--- src/rtl/sprite_rom_pkg.sv ---
// sprite_pkg: shared types and width helpers for the sprite ROM.
//   sprite_req_t : one draw request (x, y, frame, flip, tag) at carrier width
//   sprite_px_t  : one ROM result (palette index, transparent flag, tag)
// Carrier fields are sized for the widest supported configuration.
// Each user zero-extends into them and slices back out at the block's own widths.
package sprite_pkg;

  localparam int SPR_CW = 16;  // coordinate / frame carrier width
  localparam int SPR_IW = 8;   // palette index carrier width
  localparam int SPR_TW = 32;  // tag carrier width

  typedef struct packed {
    logic [SPR_CW-1:0] x;
    logic [SPR_CW-1:0] y;
    logic [SPR_CW-1:0] frame;
    logic              flip;
    logic [SPR_TW-1:0] tag;
  } sprite_req_t;

  typedef struct packed {
    logic [SPR_IW-1:0] index;
    logic              transparent;
    logic [SPR_TW-1:0] tag;
  } sprite_px_t;

  // ROM address width for w*h*f words (at least 1 bit).
  function automatic int sprite_aw(int w, int h, int f);
    int d;
    d = w * h * f;
    return (d <= 2) ? 1 : $clog2(d);
  endfunction

  // Frame port width: max(1, clog2(f)) plus one bit for out-of-range values.
  function automatic int sprite_fw(int f);
    return ((f <= 2) ? 1 : $clog2(f)) + 1;
  endfunction

endpackage

--- src/rtl/sprite_rom_if.sv ---
// sprite_rom_if: request/result handshake bundle for sprite_rom.
//   master : draw logic side (drives in_*, out_ready)
//   slave  : sprite_rom side (drives in_ready, out_*)
// Optional: SPRITE_ROM_FLIP_EN adds in_flip_h.
interface sprite_rom_if #(
  parameter int XW     = 6,
  parameter int YW     = 6,
  parameter int FW     = 2,
  parameter int CDEPTH = 3,
  parameter int TAG_W  = 10
);
  logic              in_valid;
  logic              in_ready;
  logic [XW-1:0]     in_x;
  logic [YW-1:0]     in_y;
  logic [FW-1:0]     in_frame;
`ifdef SPRITE_ROM_FLIP_EN
  logic              in_flip_h;
`endif
  logic [TAG_W-1:0]  in_tag;
  logic              out_valid;
  logic              out_ready;
  logic [CDEPTH-1:0] out_index;
  logic              out_transparent;
  logic [TAG_W-1:0]  out_tag;

  modport master (
`ifdef SPRITE_ROM_FLIP_EN
    output in_flip_h,
`endif
    output in_valid, in_x, in_y, in_frame, in_tag, out_ready,
    input  in_ready, out_valid, out_index, out_transparent, out_tag
  );

  modport slave (
`ifdef SPRITE_ROM_FLIP_EN
    input  in_flip_h,
`endif
    input  in_valid, in_x, in_y, in_frame, in_tag, out_ready,
    output in_ready, out_valid, out_index, out_transparent, out_tag
  );
endinterface

--- src/rtl/sprite_rom_mem.sv ---
// sprite_mem: registered-read ROM. Contents are loaded from INIT_FILE at configuration.
// They are never reset.
//   clk_i   : clock
//   re_i    : read enable; rdata_o holds its value while low
//   addr_i  : word address
//   rdata_o : registered read data
module sprite_mem #(
  parameter int    DEPTH     = 1024,
  parameter int    DW        = 3,
  parameter int    AW        = 10,
  parameter string INIT_FILE = "sprite.mif"
) (
  input  logic          clk_i,
  input  logic          re_i,
  input  logic [AW-1:0] addr_i,
  output logic [DW-1:0] rdata_o
);
  (* ram_init_file = INIT_FILE *) logic [DW-1:0] mem [DEPTH];

  always_ff @(posedge clk_i)
    if (re_i) rdata_o <= mem[addr_i];
endmodule

--- src/rtl/sprite_rom.sv ---
// sprite_rom: two-stage pipelined sprite bitmap ROM.
// The block does a bounds check on every request, flags transparent pixels and supports output backpressure.
//   clock   : rising-edge clock
//   reset_n : async active-low reset (ROM contents unaffected)
//   bus     : sprite_rom_if.slave (in_* request, out_* result, valid/ready)
// Stage S1 registers the address, oob flag and tag.
// Stage S2 registers the ROM word, oob flag and tag, and drives the outputs.
// Optional: SPRITE_ROM_FLIP_EN enables the in_flip_h horizontal mirror.
module sprite_rom
  import sprite_pkg::*;
#(
  parameter int    WIDTH      = 32,
  parameter int    HEIGHT     = 32,
  parameter int    FRAMES     = 1,
  parameter int    CDEPTH     = 3,
  parameter int    TRANSP_IDX = 0,
  parameter int    TAG_W      = 10,
  parameter string INIT_FILE  = "sprite.mif"
) (
  input logic         clock,
  input logic         reset_n,
  sprite_rom_if.slave bus
);
  localparam int STAGES = 2;
  localparam int DEPTH  = WIDTH * HEIGHT * FRAMES;
  localparam int AW     = sprite_aw(WIDTH, HEIGHT, FRAMES);

  sprite_req_t         req;
  sprite_px_t          px;
  logic                adv;
  logic                oob_d;
  logic [31:0]         col_d;
  logic [AW-1:0]       addr_d;
  logic [STAGES:1]     vld_pipe_q;
  logic [AW-1:0]       s1_addr_q;
  logic                s1_oob_q;
  logic [SPR_TW-1:0]   s1_tag_q;
  logic                s2_oob_q;
  logic [SPR_TW-1:0]   s2_tag_q;
  logic [CDEPTH-1:0]   rom_q;
  logic                unused_bits;

  // Everything moves together; a held result freezes the whole pipe.
  assign adv          = !vld_pipe_q[STAGES] || bus.out_ready;
  assign bus.in_ready = adv;

  always_comb begin
    req       = '0;
    req.x     = SPR_CW'(bus.in_x);
    req.y     = SPR_CW'(bus.in_y);
    req.frame = SPR_CW'(bus.in_frame);
    req.tag   = SPR_TW'(bus.in_tag);
`ifdef SPRITE_ROM_FLIP_EN
    req.flip  = bus.in_flip_h;
`endif
  end

  // S1: bounds check first, then optional mirror, then linear address.
  // Product terms are 32-bit so nothing truncates before the final AW cut.
  always_comb begin
    oob_d = (32'(req.x) >= 32'(WIDTH)) || (32'(req.y) >= 32'(HEIGHT)) ||
            (32'(req.frame) >= 32'(FRAMES));
    col_d = 32'(req.x);
    if (req.flip && (32'(req.x) < 32'(WIDTH)))
      col_d = 32'(WIDTH - 1) - 32'(req.x);
    addr_d = oob_d ? '0 :
             AW'(32'(req.frame) * 32'(WIDTH * HEIGHT) + 32'(req.y) * 32'(WIDTH) + col_d);
  end

  // oob regs reset to 1 so the idle outputs read index 0 / transparent.
  always_ff @(posedge clock or negedge reset_n) begin
    if (!reset_n) begin
      vld_pipe_q <= '0;
      s1_addr_q  <= '0;
      s1_oob_q   <= 1'b1;
      s1_tag_q   <= '0;
      s2_oob_q   <= 1'b1;
      s2_tag_q   <= '0;
    end else if (adv) begin
      vld_pipe_q <= {vld_pipe_q[STAGES-1:1], bus.in_valid};
      s1_addr_q  <= addr_d;
      s1_oob_q   <= oob_d;
      s1_tag_q   <= req.tag;
      s2_oob_q   <= s1_oob_q;
      s2_tag_q   <= s1_tag_q;
    end
  end

  // S2 ROM word, read in lockstep with the S2 flag/tag registers.
  sprite_mem #(
    .DEPTH    (DEPTH),
    .DW       (CDEPTH),
    .AW       (AW),
    .INIT_FILE(INIT_FILE)
  ) u_mem (
    .clk_i  (clock),
    .re_i   (adv),
    .addr_i (s1_addr_q),
    .rdata_o(rom_q)
  );

  always_comb begin
    px             = '0;
    px.index       = s2_oob_q ? '0 : SPR_IW'(rom_q);
    px.transparent = s2_oob_q || (rom_q == CDEPTH'(TRANSP_IDX));
    px.tag         = s2_tag_q;
  end

  assign bus.out_valid       = vld_pipe_q[STAGES];
  assign bus.out_index       = px.index[CDEPTH-1:0];
  assign bus.out_transparent = px.transparent;
  assign bus.out_tag         = px.tag[TAG_W-1:0];

  // Carrier bits beyond this configuration's widths.
  assign unused_bits = ^{px, req.flip};
endmodule
--- src/flat_wrapper.sv ---
// flat-port wrapper written by rule: the top's interface ports become plain ports
module sprite_rom_flat import sprite_pkg::*;
#(
  parameter int    WIDTH      = 32,
  parameter int    HEIGHT     = 32,
  parameter int    FRAMES     = 1,
  parameter int    CDEPTH     = 3,
  parameter int    TRANSP_IDX = 0,
  parameter int    TAG_W      = 10,
  parameter string INIT_FILE  = "          "
)
  (clock, reset_n, bus_in_valid, bus_in_x, bus_in_y, bus_in_frame, bus_in_tag, bus_out_ready, bus_in_ready, bus_out_valid, bus_out_index, bus_out_transparent, bus_out_tag);
  sprite_rom_if #(.CDEPTH(CDEPTH), .TAG_W(TAG_W)) bus_i ();
  input logic clock;
  input logic reset_n;
  input wire logic [$bits(bus_i.in_valid)-1:0] bus_in_valid;
  input wire logic [$bits(bus_i.in_x)-1:0] bus_in_x;
  input wire logic [$bits(bus_i.in_y)-1:0] bus_in_y;
  input wire logic [$bits(bus_i.in_frame)-1:0] bus_in_frame;
  input wire logic [$bits(bus_i.in_tag)-1:0] bus_in_tag;
  input wire logic [$bits(bus_i.out_ready)-1:0] bus_out_ready;
  output wire logic [$bits(bus_i.in_ready)-1:0] bus_in_ready;
  output wire logic [$bits(bus_i.out_valid)-1:0] bus_out_valid;
  output wire logic [$bits(bus_i.out_index)-1:0] bus_out_index;
  output wire logic [$bits(bus_i.out_transparent)-1:0] bus_out_transparent;
  output wire logic [$bits(bus_i.out_tag)-1:0] bus_out_tag;
  assign bus_i.in_valid = bus_in_valid;
  assign bus_i.in_x = bus_in_x;
  assign bus_i.in_y = bus_in_y;
  assign bus_i.in_frame = bus_in_frame;
  assign bus_i.in_tag = bus_in_tag;
  assign bus_i.out_ready = bus_out_ready;
  assign bus_in_ready = bus_i.in_ready;
  assign bus_out_valid = bus_i.out_valid;
  assign bus_out_index = bus_i.out_index;
  assign bus_out_transparent = bus_i.out_transparent;
  assign bus_out_tag = bus_i.out_tag;
  sprite_rom #(.WIDTH(WIDTH), .HEIGHT(HEIGHT), .FRAMES(FRAMES), .CDEPTH(CDEPTH), .TRANSP_IDX(TRANSP_IDX), .TAG_W(TAG_W), .INIT_FILE(INIT_FILE)) u_core (.clock(clock), .reset_n(reset_n), .bus(bus_i));
endmodule
--- config.mk ---
export PLATFORM = sky130hd
export DESIGN_NAME = sprite_rom_flat
export DESIGN_NICKNAME = d
export VERILOG_FILES = /design/src/rtl/sprite_rom_pkg.sv /design/src/rtl/sprite_rom_if.sv /design/src/rtl/sprite_rom_mem.sv /design/src/rtl/sprite_rom.sv /design/src/flat_wrapper.sv
export SDC_FILE = /design/constraint.sdc
export NUM_CORES = 1
export LEC_CHECK = 0
export CAP_MARGIN = 20
export CORE_AREA = 2 2 51 53
export CTS_CLUSTER_DIAMETER = 120
export DETAILED_ROUTE_END_ITERATION = 10
export DIE_AREA = 0 0 53 55
export PLACE_DENSITY = 0.9
export SLEW_MARGIN = 25
export SYNTH_ARGS = -nofsm -noshare
export SYNTH_HDL_FRONTEND = slang
export SYNTH_SLANG_ARGS = --single-unit
--- constraint.sdc ---
create_clock -name clock -period 2.4 [get_ports clock]
set_input_delay 0.48 -clock clock [delete_from_list [all_inputs] [get_ports clock]]
set_output_delay 0.48 -clock clock [all_outputs]
set_load 0.05 [all_outputs]
=== Word level (Yosys, flattened, before mapping) ===
Cells that the tools add are included.

* Register bits: 27
* Output and inout port bits: 16
* Bits of input ports: 28
* Logic and storage cells: 16

* Multiplexer cells: 1
* Reduce and logical (&&, ||, !) cells: 6
* Magnitude comparators: 3

{| class="wikitable"
|+ Operator list
! cell !! count
|-
| $ge 6x6->1 const B || 2
|-
| $logic_or 1x1->1 || 4
|-
| $logic_not 3->1 || 1
|-
| $mux 3 || 1
|-
| $ge 2x1->1 const B || 1
|-
| $logic_not 1->1 || 1
|}

=== Longest topological paths before layout ===
Gate-level depths: netlist (run 1).

* Word-level depth: 3
* Gate-level depth with buffers: 4
* Gate-level depth less buffers: 2

=== Cells and area by module ===
From an unflattened synthesis (run 1), not the netlist that was laid out.

* Cell total of the unflattened synthesis: 139
* Area, all modules: 1383.8 um^2

{| class="wikitable"
|+ By module, submodules not included
! module !! sequential area each (um^2) !! instances !! cells an instance !! area an instance (um^2)
|-
| sprite_rom || 853.3 || 1 || 135 || 1357.6
|-
| sprite_mem || 0.0 || 1 || 4 || 26.3
|}

=== Worst setup path before layout (run 1) ===
OpenSTA, ideal clock, no wires.

* Kind: reg2out
* Start: reg u_core.vld_pipe_q[2] in the netlist's numbering
* End: out bus_in_ready
* Stages on the path, launching flop included: 4
* Slack: 0.908 ns
* Data arrival time: 1.012 ns
* Path buffers: 2
* Required time: 1.920 ns
* Cell sequence: dfrtp_1 nand2b_4 buf_6 buf_12

* Longest elaborated chain between the ends: 2

{| class="wikitable"
|+ Ends and longest elaborated chain
! element !! line !! source
|-
| start: declaration || sprite_rom.sv:34 || <nowiki>logic [STAGES:1] vld_pipe_q;</nowiki>
|-
| start signal: assignment || sprite_rom.sv:80 || <nowiki>vld_pipe_q <= {vld_pipe_q[STAGES-1:1], bus.in_valid};</nowiki>
|-
| $logic_not 1->1 || sprite_rom.sv:44 || <nowiki>assign adv = !vld_pipe_q[STAGES] || bus.out_ready;</nowiki>
|-
| $logic_or 1x1->1 || sprite_rom.sv:44 ||
|-
| end: declaration || flat_wrapper.sv:22 || <nowiki>output wire logic [$bits(bus_i.in_ready)-1:0] bus_in_ready;</nowiki>
|}

No other way between the ends.

=== Final worst setup path (run 1) ===
* Start: reg u_core.vld_pipe_q[2] in the netlist's numbering
* End: out bus_out_valid

{| class="wikitable"
|+ RTL lines
! element !! line !! source
|-
| end: declaration || flat_wrapper.sv:23 || <nowiki>output wire logic [$bits(bus_i.out_valid)-1:0] bus_out_valid;</nowiki>
|}

No word-level cell between the ends.

==> results of run 1 <==
-- per-layer routing --
layer  wire length, um  vias up  GRT usage  part of all wire
li1                  -      223          -                 -
met1               624      245      0.144              0.46
met2               608       21      0.158              0.45
met3               117        0     0.0403             0.087
met4                 0        0     0.0513                 0
met5                 0        -          0                 0
-- flip-flops by register name (all words and copies together), names as in the netlist --
register and count:
u_core.s1_tag_q 10, u_core.vld_pipe_q 2, u_core.s2_tag_q 10
-- stage by stage --
stage	hold WS (ps)	cell area [sq um]
after floorplan	184	971
after global placement	450	1200
after detailed placement	462	1200
after CTS	488	1220
after global routing	511	1220
final	485	1220
-- placed cells by master, fill, tap and decap left out --
cell type,netlist,routed
mux2_4,18,18
buf_4,4,2
mux2_2,3,3
buf_12,2,1
dfrtp_1,22,22
clkbuf_4,0,3
clkdlybuf4s50_1,0,24
nand2b_4,1,1
conb_1,2,4
nand2b_1,1,1
-- worst max-delay path by stage --
stage | end | from | slack (ps)
CTS | bus_out_valid | u_core.vld_pipe_q[2] | 390
floorplan | bus_in_ready | u_core.vld_pipe_q[2] | 910
finish | bus_out_valid | u_core.vld_pipe_q[2] | 420
detailed placement | u_core.s2_tag_q[1] | bus_out_ready | 460
global placement | u_core.s1_tag_q[9] | bus_out_ready | 490
global route | bus_out_valid | u_core.vld_pipe_q[2] | 350
-- power groups by stage --
stage                     Sequential, mW  Combinational (mW)  Clock [mW]
after floorplan                    0.590               0.152           0
after global placement             0.468               0.373           0
after detailed placement           0.470               0.377           0
after CTS                          0.464               0.378       0.164
after global routing               0.472               0.391       0.175
final                              0.463               0.375       0.153
-- cells by family (layout without fill, tap and decap cells) --
logic type | Yosys count | in the layout | synth area share
flip-flops | 22 | 22 | 0.571
multiplexers | 21 | 21 | 0.316
buffers and inverters | 7 | 30 | 0.0844
other | 2 | 4 | 0.00780
AND/OR/NAND/NOR | 2 | 2 | 0.0208
-- final cells by class --
class | instances | area, sq um
fill | 200 | 1140
sequential | 22 | 551
multi-input combinational | 27 | 339
timing repair buffer | 27 | 275
tap | 30 | 37.5
clock buffer | 3 | 22.5
==> flow_metrics.env, run 1 <==
export IMPL_status="completed"
export IMPL_hold_viol_final=0
export IMPL_min_period_ps=1980
export IMPL_antenna_cells=0
export IMPL_htreeDepth=1
export IMPL_ys_flop_type="dfrtp_1"
export IMPL_power_switching_mw=0.334
export IMPL_comb_power_share=0.378
export IMPL_required_ps=1920
export IMPL_synth_edf_count=0
export IMPL_ctsHoldBuffers=0
export IMPL_track_usage=0.109
export IMPL_path_buf_inv=1
export IMPL_cpLargestDelayFamily="buffers and inverters"
export IMPL_dp_cells=106
export IMPL_ir_worst_vdd_uv=393
export IMPL_drv_cap=0
export IMPL_ant_nets=0
export IMPL_sw_frac_of_total=0.337
export IMPL_cp_data_arrival_time_ps=1500
export IMPL_syn_avg_cell_area_sq_um=17.8
export IMPL_drt_iter0_drc=4
export IMPL_gr_total_overflow=0
export IMPL_ios=44
export IMPL_nets=109
export IMPL_grt_pass1_vias=509
export IMPL_worstReg2RegEnd="u_core.s2_tag_q[1]"
export IMPL_critPathLaunchType="flop"
export IMPL_dieArea_sq_um=2920
export IMPL_dp_slack_ps=459
export IMPL_seqPwrFrac=0.467
export IMPL_worst_path_stages=1
export IMPL_synth_most_common_cell="dfrtp_1"
export IMPL_synth_common_cells="dfrtp_1 (22), mux2_4 (18), buf_4 (4), mux2_2 (3)"
export IMPL_period_share=0.827
export IMPL_post_synth_top_area_fraction=0.571
export IMPL_fin_util=0.518
export IMPL_power_density_nw_per_um2=809
export IMPL_critPathMaxFanout=2
export IMPL_grt_max_degree=23
export IMPL_cts_root_buf="clkbuf_4"
export IMPL_std_cell_rows=18
export IMPL_rsz0062_at_grt="false"
export IMPL_hold_start="u_core.vld_pipe_q[1]"
export IMPL_core_area_sq_um=2360
export IMPL_ys_ff_latch=22
export IMPL_clock_skew_ps=10.4
export IMPL_cts_buffers=3
export IMPL_p_clk_frac=0.154
export IMPL_path_cells="clkdlybuf4s50_1"
export IMPL_reg2reg_from="u_core.vld_pipe_q[2]"
export IMPL_synth_cell_types=9
export IMPL_ff2ff_setup_slack_ps=1060
export IMPL_async_flop_share=1.00
export IMPL_internal_power_mw=0.657
export IMPL_max_stage_delay_ps=820
export IMPL_yosys_top_cells_area="dfrtp_1 (57%), mux2_4 (28%), buf_12 (4.2%)"
export IMPL_max_clock_path_buffers=2
export IMPL_drc=0
export IMPL_gp_congestion=0.605
export IMPL_syn_inst=54
export IMPL_fmax_mhz=504
export IMPL_leakage_nw=0.576
export IMPL_worst_slew_pin_slew_ps=507
export IMPL_holdPathStages=1
export IMPL_synth_area_sq_um=963
export IMPL_firstDrtPassIters=2
export IMPL_setup_viol=0
export IMPL_clk_latency_ps=290
export IMPL_yosysWarnings=0
export IMPL_yosysSeqAreaShare=0.571
export IMPL_power_mw=0.991
export IMPL_grt_first_pass_wirelength_um=2220
export IMPL_routed_wl_um=1350
export IMPL_path_clk_slew_ps=100
export IMPL_post_cts_buffers=0
export IMPL_viasPerCell=4.49
export IMPL_end_kind="output port"
export IMPL_slowest_stage="clkdlybuf4s50_1"
export IMPL_antenna_found_initial=0
export IMPL_fin_ws_ps=416
export IMPL_yosys_area_top_type="dfrtp_1"
export IMPL_wl_per_cell_um=12.4
export IMPL_stdcell_count=109
export IMPL_reg2reg_depth=3
export IMPL_cts_sinks=22
export IMPL_fin_setup_tns_ps=0
export IMPL_hold_path_class="reg -> reg"
export IMPL_dp_final_hpwl_um=963
export IMPL_maxSlewViolCount=0
export IMPL_syn_to_final_growth_pct=27.1
export IMPL_min_to="u_core.vld_pipe_q[2]"
export IMPL_cts_tree="yes"
export IMPL_relSlewSlack=0.661
export IMPL_die_h_um=55
export IMPL_initial_core_util=0.407
export IMPL_vias=489
export IMPL_port_buffers=25
export IMPL_layout_drive_gt1_share=0.354
export IMPL_die_w_um=53
export IMPL_ctsResizeCount=0
export IMPL_critPathKind="reg -> out"
Note: power is estimated with default switching activity, not from simulation.
==> run 2: changes to the inputs <==
Settings changed: CORE_AREA 2 2 51 53 to 2 2 55 57, DIE_AREA 0 0 53 55 to 0 0 57 59, PLACE_DENSITY 0.9 to 0.83.
Clock period 2.4 ns to 1.8 ns, I/O delays scaled along.
==> run 2 against run 1 <==
Against the previous run:
- wire length is 15% higher
- critical endpoint is now bus_in_ready
- count of clock-buffer cells in the layout unchanged
- global-route usage down 0.14 points
- setup slack got worse by 230 ps
- combinational power grew 33%
- sequential share of layout area fell by 0.86 points
- flip-flop and latch count unchanged
- first-iteration DRC count rose to 4.0 times the previous value
- sequential power is 33% higher
- die area increased by 15%
==> flow_metrics.env, run 2 (same netlist as run 1, synthesis figures left out) <==
export IMPL_cts_buffers=3
export IMPL_std_cell_rows=19
export IMPL_dp_final_hpwl_um=1140
export IMPL_comb_power_share=0.335
export IMPL_drt_iter0_drc=16
export IMPL_grt_first_pass_wirelength_um=2700
export IMPL_whs_ps=396
export IMPL_die_w_um=57
export IMPL_rsz0062_at_grt="false"
export IMPL_routed_wl_um=1550
export IMPL_critPathMaxFanout=15
export IMPL_grt_pass1_vias=582
export IMPL_core_area_sq_um=2710
export IMPL_cp_data_arrival_time_ps=1250
export IMPL_antenna_cells=0
export IMPL_grt_max_degree=23
export IMPL_path_clk_slew_ps=130
export IMPL_worstReg2RegEnd="u_core.s1_tag_q[4]"
export IMPL_reg2reg_from="u_core.vld_pipe_q[2]"
export IMPL_end_kind="output port"
export IMPL_gp_congestion=0.600
export IMPL_ctsResizeCount=0
export IMPL_fmax_mhz=620
export IMPL_antenna_found_initial=0
export IMPL_drc=0
export IMPL_viasPerCell=4.38
export IMPL_ff2ff_setup_slack_ps=660
export IMPL_nets=110
export IMPL_internal_power_mw=1.01
export IMPL_stdcell_count=112
export IMPL_final_cell_area_sq_um=1250
export IMPL_status="completed"
export IMPL_dieArea_sq_um=3360
export IMPL_maxSlewViolCount=0
export IMPL_port_buffers=25
export IMPL_sw_frac_of_total=0.316
export IMPL_critPathLaunchType="primary input"
export IMPL_place_area_sq_um=1200
export IMPL_multi_input_area_sq_um=339
export IMPL_ir_worst_vdd_uv=479
export IMPL_vias=491
export IMPL_cts_root_buf="clkbuf_4"
export IMPL_clk_latency_ps=300
export IMPL_hold_path_class="in -> async"
export IMPL_dp_slack_ps=176
export IMPL_setup_viol=0
export IMPL_clock_skew_ps=12.2
export IMPL_mostFrequentLayoutCells="dfrtp_1 (22), mux2_4 (18), clkdlybuf4s50_1 (13), buf_4 (13), conb_1 (4)"
export IMPL_final_common_cell="dfrtp_1"
export IMPL_fin_util=0.461
export IMPL_gr_total_overflow=0
export IMPL_cts_tree="yes"
export IMPL_nFillCells=255
export IMPL_endpoint="bus_in_ready"
export IMPL_ios=44
export IMPL_track_usage=0.107
export IMPL_post_cts_buffers=0
export IMPL_fin_setup_tns_ps=0
export IMPL_dp_cells=108
export IMPL_syn_to_final_growth_pct=29.6
export IMPL_wl_per_cell_um=13.9
export IMPL_hold_viol_final=0
export IMPL_power_switching_mw=0.469
export IMPL_min_period_ps=1610
export IMPL_required_ps=1440
export IMPL_period_share=0.897
export IMPL_initial_core_util=0.355
export IMPL_fin_ws_ps=186
export IMPL_worstSetupStartpoint="bus_out_ready"
export IMPL_power_mw=1.48
export IMPL_reg2reg_depth=3
export IMPL_leakage_nw=0.609
export IMPL_cts_sinks=22
export IMPL_max_clock_path_buffers=2
export IMPL_regArea_sq_um=551
export IMPL_reg_top3="u_core.s1_tag_q x10, u_core.s2_tag_q x10, u_core.vld_pipe_q x2"
export IMPL_drv_cap=0
export IMPL_seqPwrFrac=0.416
export IMPL_critPathKind="in -> out"
export IMPL_die_h_um=59
export IMPL_htreeDepth=1
export IMPL_p_clk_frac=0.249
export IMPL_firstDrtPassIters=2
export IMPL_ant_nets=0
export IMPL_layout_drive_gt1_share=0.506
export IMPL_ctsHoldBuffers=0
export IMPL_power_density_nw_per_um2=1190
run 2: cell types whose count changed in the layout (fill, tap and decap cells not counted):
cell	delta
buf_4	+11
clkdlybuf4s50_1	-11
bufinv_16	+1
buf_12	+1
run 2: cell type report:
class / count / share of cell area
tap: 31 / 0.0311
timing repair buffer: 28 / 0.214
clock inverter: 1 / 0.0240
multi-input combinational: 27 / 0.272
sequential: 22 / 0.441
clock buffer: 3 / 0.0180
run 2: worst min-delay path by stage:
stage	slack, ps	cells past startpoint	endpoint	startpoint
final	400	2	u_core.s2_tag_q[2]	reset_n
after global placement	450	1	u_core.vld_pipe_q[2]	u_core.vld_pipe_q[1]
after floorplan	60	0	u_core.s1_tag_q[0]	reset_n
after CTS	400	2	u_core.s2_tag_q[7]	reset_n
after detailed placement	460	1	u_core.vld_pipe_q[2]	u_core.vld_pipe_q[1]
after global routing	380	2	u_core.s2_tag_q[2]	reset_n
run 2: power groups by stage:
stage | combinational [mW] | sequential, mW | clock (mW)
after floorplan | 0.203 | 0.787 | 0
after global placement | 0.492 | 0.622 | 0
after detailed placement | 0.500 | 0.628 | 0
after CTS | 0.503 | 0.619 | 0.385
after global routing | 0.519 | 0.630 | 0.414
final | 0.497 | 0.618 | 0.369
run 2: layer usage:
metal | vias up | part of all wire | track usage
met1 | 254 | 0.40 | 0.125
li1 | 223 | - | -
met4 | 0 | 0 | 0.0399
met5 | - | 0 | 0
met2 | 14 | 0.55 | 0.192
met3 | 0 | 0.058 | 0.0262
run 2: critical path, stage by stage:
cell and delay [ps]:
clkdlybuf4s50_1 450, nand2b_4 130, buf_12 160, buf_12 150
==> run 3: changes to the inputs <==
Settings changed: CORE_AREA 2 2 55 57 to 2 2 51 73, DIE_AREA 0 0 57 59 to 0 0 53 75, PLACE_DENSITY 0.83 to 0.73.
==> run 3 against run 2 <==
Against the previous run:
- utilization shrank 7.7 points
- clock power shrank 22%
- sequential share of layout area shrank 0.44 points
- critical endpoint unchanged
- largest power group unchanged
- highest routed layer is now met4
==> flow_metrics.env, run 3 (same netlist as run 1, synthesis figures left out) <==
export IMPL_reg_top3="u_core.s1_tag_q x10, u_core.s2_tag_q x10, u_core.vld_pipe_q x2"
export IMPL_htreeDepth=1
export IMPL_clk_latency_ps=250
export IMPL_drc=0
export IMPL_power_density_nw_per_um2=1110
export IMPL_ctsHoldBuffers=0
export IMPL_die_h_um=75
export IMPL_dp_final_hpwl_um=1150
export IMPL_cts_sinks=22
export IMPL_grt_max_degree=23
export IMPL_period_share=0.899
export IMPL_power_mw=1.41
export IMPL_drt_iter0_drc=10
export IMPL_ant_nets=0
export IMPL_gp_congestion=0.691
export IMPL_grt_first_pass_wirelength_um=2450
export IMPL_maxSlewViolCount=0
export IMPL_status="completed"
export IMPL_reg2reg_depth=3
export IMPL_std_cell_rows=25
export IMPL_port_buffers=25
export IMPL_mostFrequentLayoutCells="dfrtp_1 (22), mux2_4 (18), clkdlybuf4s50_1 (13)"
export IMPL_firstDrtPassIters=2
export IMPL_fin_util=0.384
export IMPL_critPathKind="in -> out"
export IMPL_wl_per_cell_um=12.8
export IMPL_post_cts_buffers=0
export IMPL_hold_viol_final=0
export IMPL_cp_data_arrival_time_ps=1260
export IMPL_whs_ps=459
export IMPL_cts_root_buf="clkbuf_8"
export IMPL_power_switching_mw=0.462
export IMPL_worstSetupStartpoint="bus_out_ready"
export IMPL_ios=44
export IMPL_leakage_nw=0.608
export IMPL_gr_total_overflow=0
export IMPL_critPathMaxFanout=10
export IMPL_viasPerCell=4.02
export IMPL_critPathLaunchType="primary input"
export IMPL_worstReg2RegEnd="u_core.s1_tag_q[1]"
export IMPL_initial_core_util=0.293
export IMPL_ff2ff_setup_slack_ps=570
export IMPL_path_cells="clkdlybuf4s50_1, nand2b_4, buf_12"
export IMPL_fin_setup_tns_ps=0
export IMPL_layout_drive_gt1_share=0.500
export IMPL_path_clk_slew_ps=70
export IMPL_comb_power_share=0.356
export IMPL_final_common_cell="dfrtp_1"
export IMPL_syn_to_final_growth_pct=30.9
export IMPL_antenna_cells=0
export IMPL_p_clk_frac=0.204
export IMPL_sw_frac_of_total=0.329
export IMPL_max_clock_path_buffers=2
export IMPL_grt_pass1_vias=521
export IMPL_die_w_um=53
export IMPL_min_period_ps=1620
export IMPL_nets=110
export IMPL_setup_viol=0
export IMPL_cpLargestDelayFamily="buffers and inverters"
export IMPL_core_area_sq_um=3280
export IMPL_cts_buffers=3
export IMPL_rsz0062_at_grt="false"
export IMPL_slowest_stage="clkdlybuf4s50_1"
export IMPL_ctsResizeCount=0
export IMPL_seqPwrFrac=0.439
export IMPL_ir_worst_vdd_uv=372
export IMPL_end_kind="output port"
export IMPL_nFillCells=344
export IMPL_reg2reg_from="u_core.vld_pipe_q[2]"
export IMPL_internal_power_mw=0.944
export IMPL_place_area_sq_um=1220
export IMPL_antenna_found_initial=0
export IMPL_hold_path_class="in -> async"
export IMPL_drv_cap=0
export IMPL_required_ps=1440
export IMPL_fmax_mhz=618
export IMPL_final_cell_area_sq_um=1260
export IMPL_cts_tree="yes"
export IMPL_track_usage=0.0855
export IMPL_clock_skew_ps=5.55
export IMPL_routed_wl_um=1530
export IMPL_vias=482
export IMPL_path_buf_inv=2
export IMPL_max_stage_delay_ps=460
export IMPL_dieArea_sq_um=3980
-- run 3: cell types whose count changed in the layout (fill, tap and decap cells not counted) --
cell,delta
clkbuf_4,-3
clkbuf_8,+3
buf_12,+1
bufinv_16,-1
buf_4,-1
-- run 3: worst reg2reg max path, delay by kind of cell (launching register included) --
kind	cells	cell delay (ps)
buf+inv	1	180
simple gates	1	220
mux	1	300
flops	1	410
-- run 3: worst max-delay path by stage --
stage                              end  slack, ps  depth (start not counted)
floorplan           u_core.s1_tag_q[0]        370                          4
global placement    u_core.s1_tag_q[8]        100                          4
detailed placement  u_core.s1_tag_q[8]         80                          4
CTS                       bus_in_ready        160                          3
global route              bus_in_ready        150                          3
finish                    bus_in_ready        180                          3
-- run 3: power by group through the flow --
stage	combinational [mW]	clock [mW]	sequential, mW
after floorplan	0.203	0	0.787
after global placement	0.501	0	0.622
final	0.501	0.287	0.618
after CTS	0.508	0.311	0.620
after global routing	0.523	0.322	0.630
after detailed placement	0.506	0	0.628
-- run 3: cell type report --
class / count / area (sq um) / area share
Timing Repair Buffer: 28 / 280 / 0.222
Clock buffer: 3 / 41.3 / 0.0327
Tap cell: 40 / 50.0 / 0.0397
Multi-Input combinational cell: 27 / 339 / 0.269
Sequential cell: 22 / 551 / 0.437
-- run 3: metal layers --
| metal | global-route usage | vias up | part of all wire |
|---|---|---|---|
| met3 | 0.0198 | 2 | 0.054 |
| li1 | - | 225 | - |
| met4 | 0.0427 | 0 | 0.010 |
| met2 | 0.138 | 12 | 0.52 |
| met5 | 0 | - | 0 |
| met1 | 0.107 | 243 | 0.42 |
-- run 3: metrics by stage --
| step | cells | setup slack, ps |
|---|---|---|
| 2_1_floorplan | 56 | 370 |
| 3_3_place_gp | 117 | 104 |
| 3_5_place_dp | 117 | 84.9 |
| 4_1_cts | 120 | 161 |
| 5_1_grt | 120 | 151 |
| 6_report | 120 | 182 |
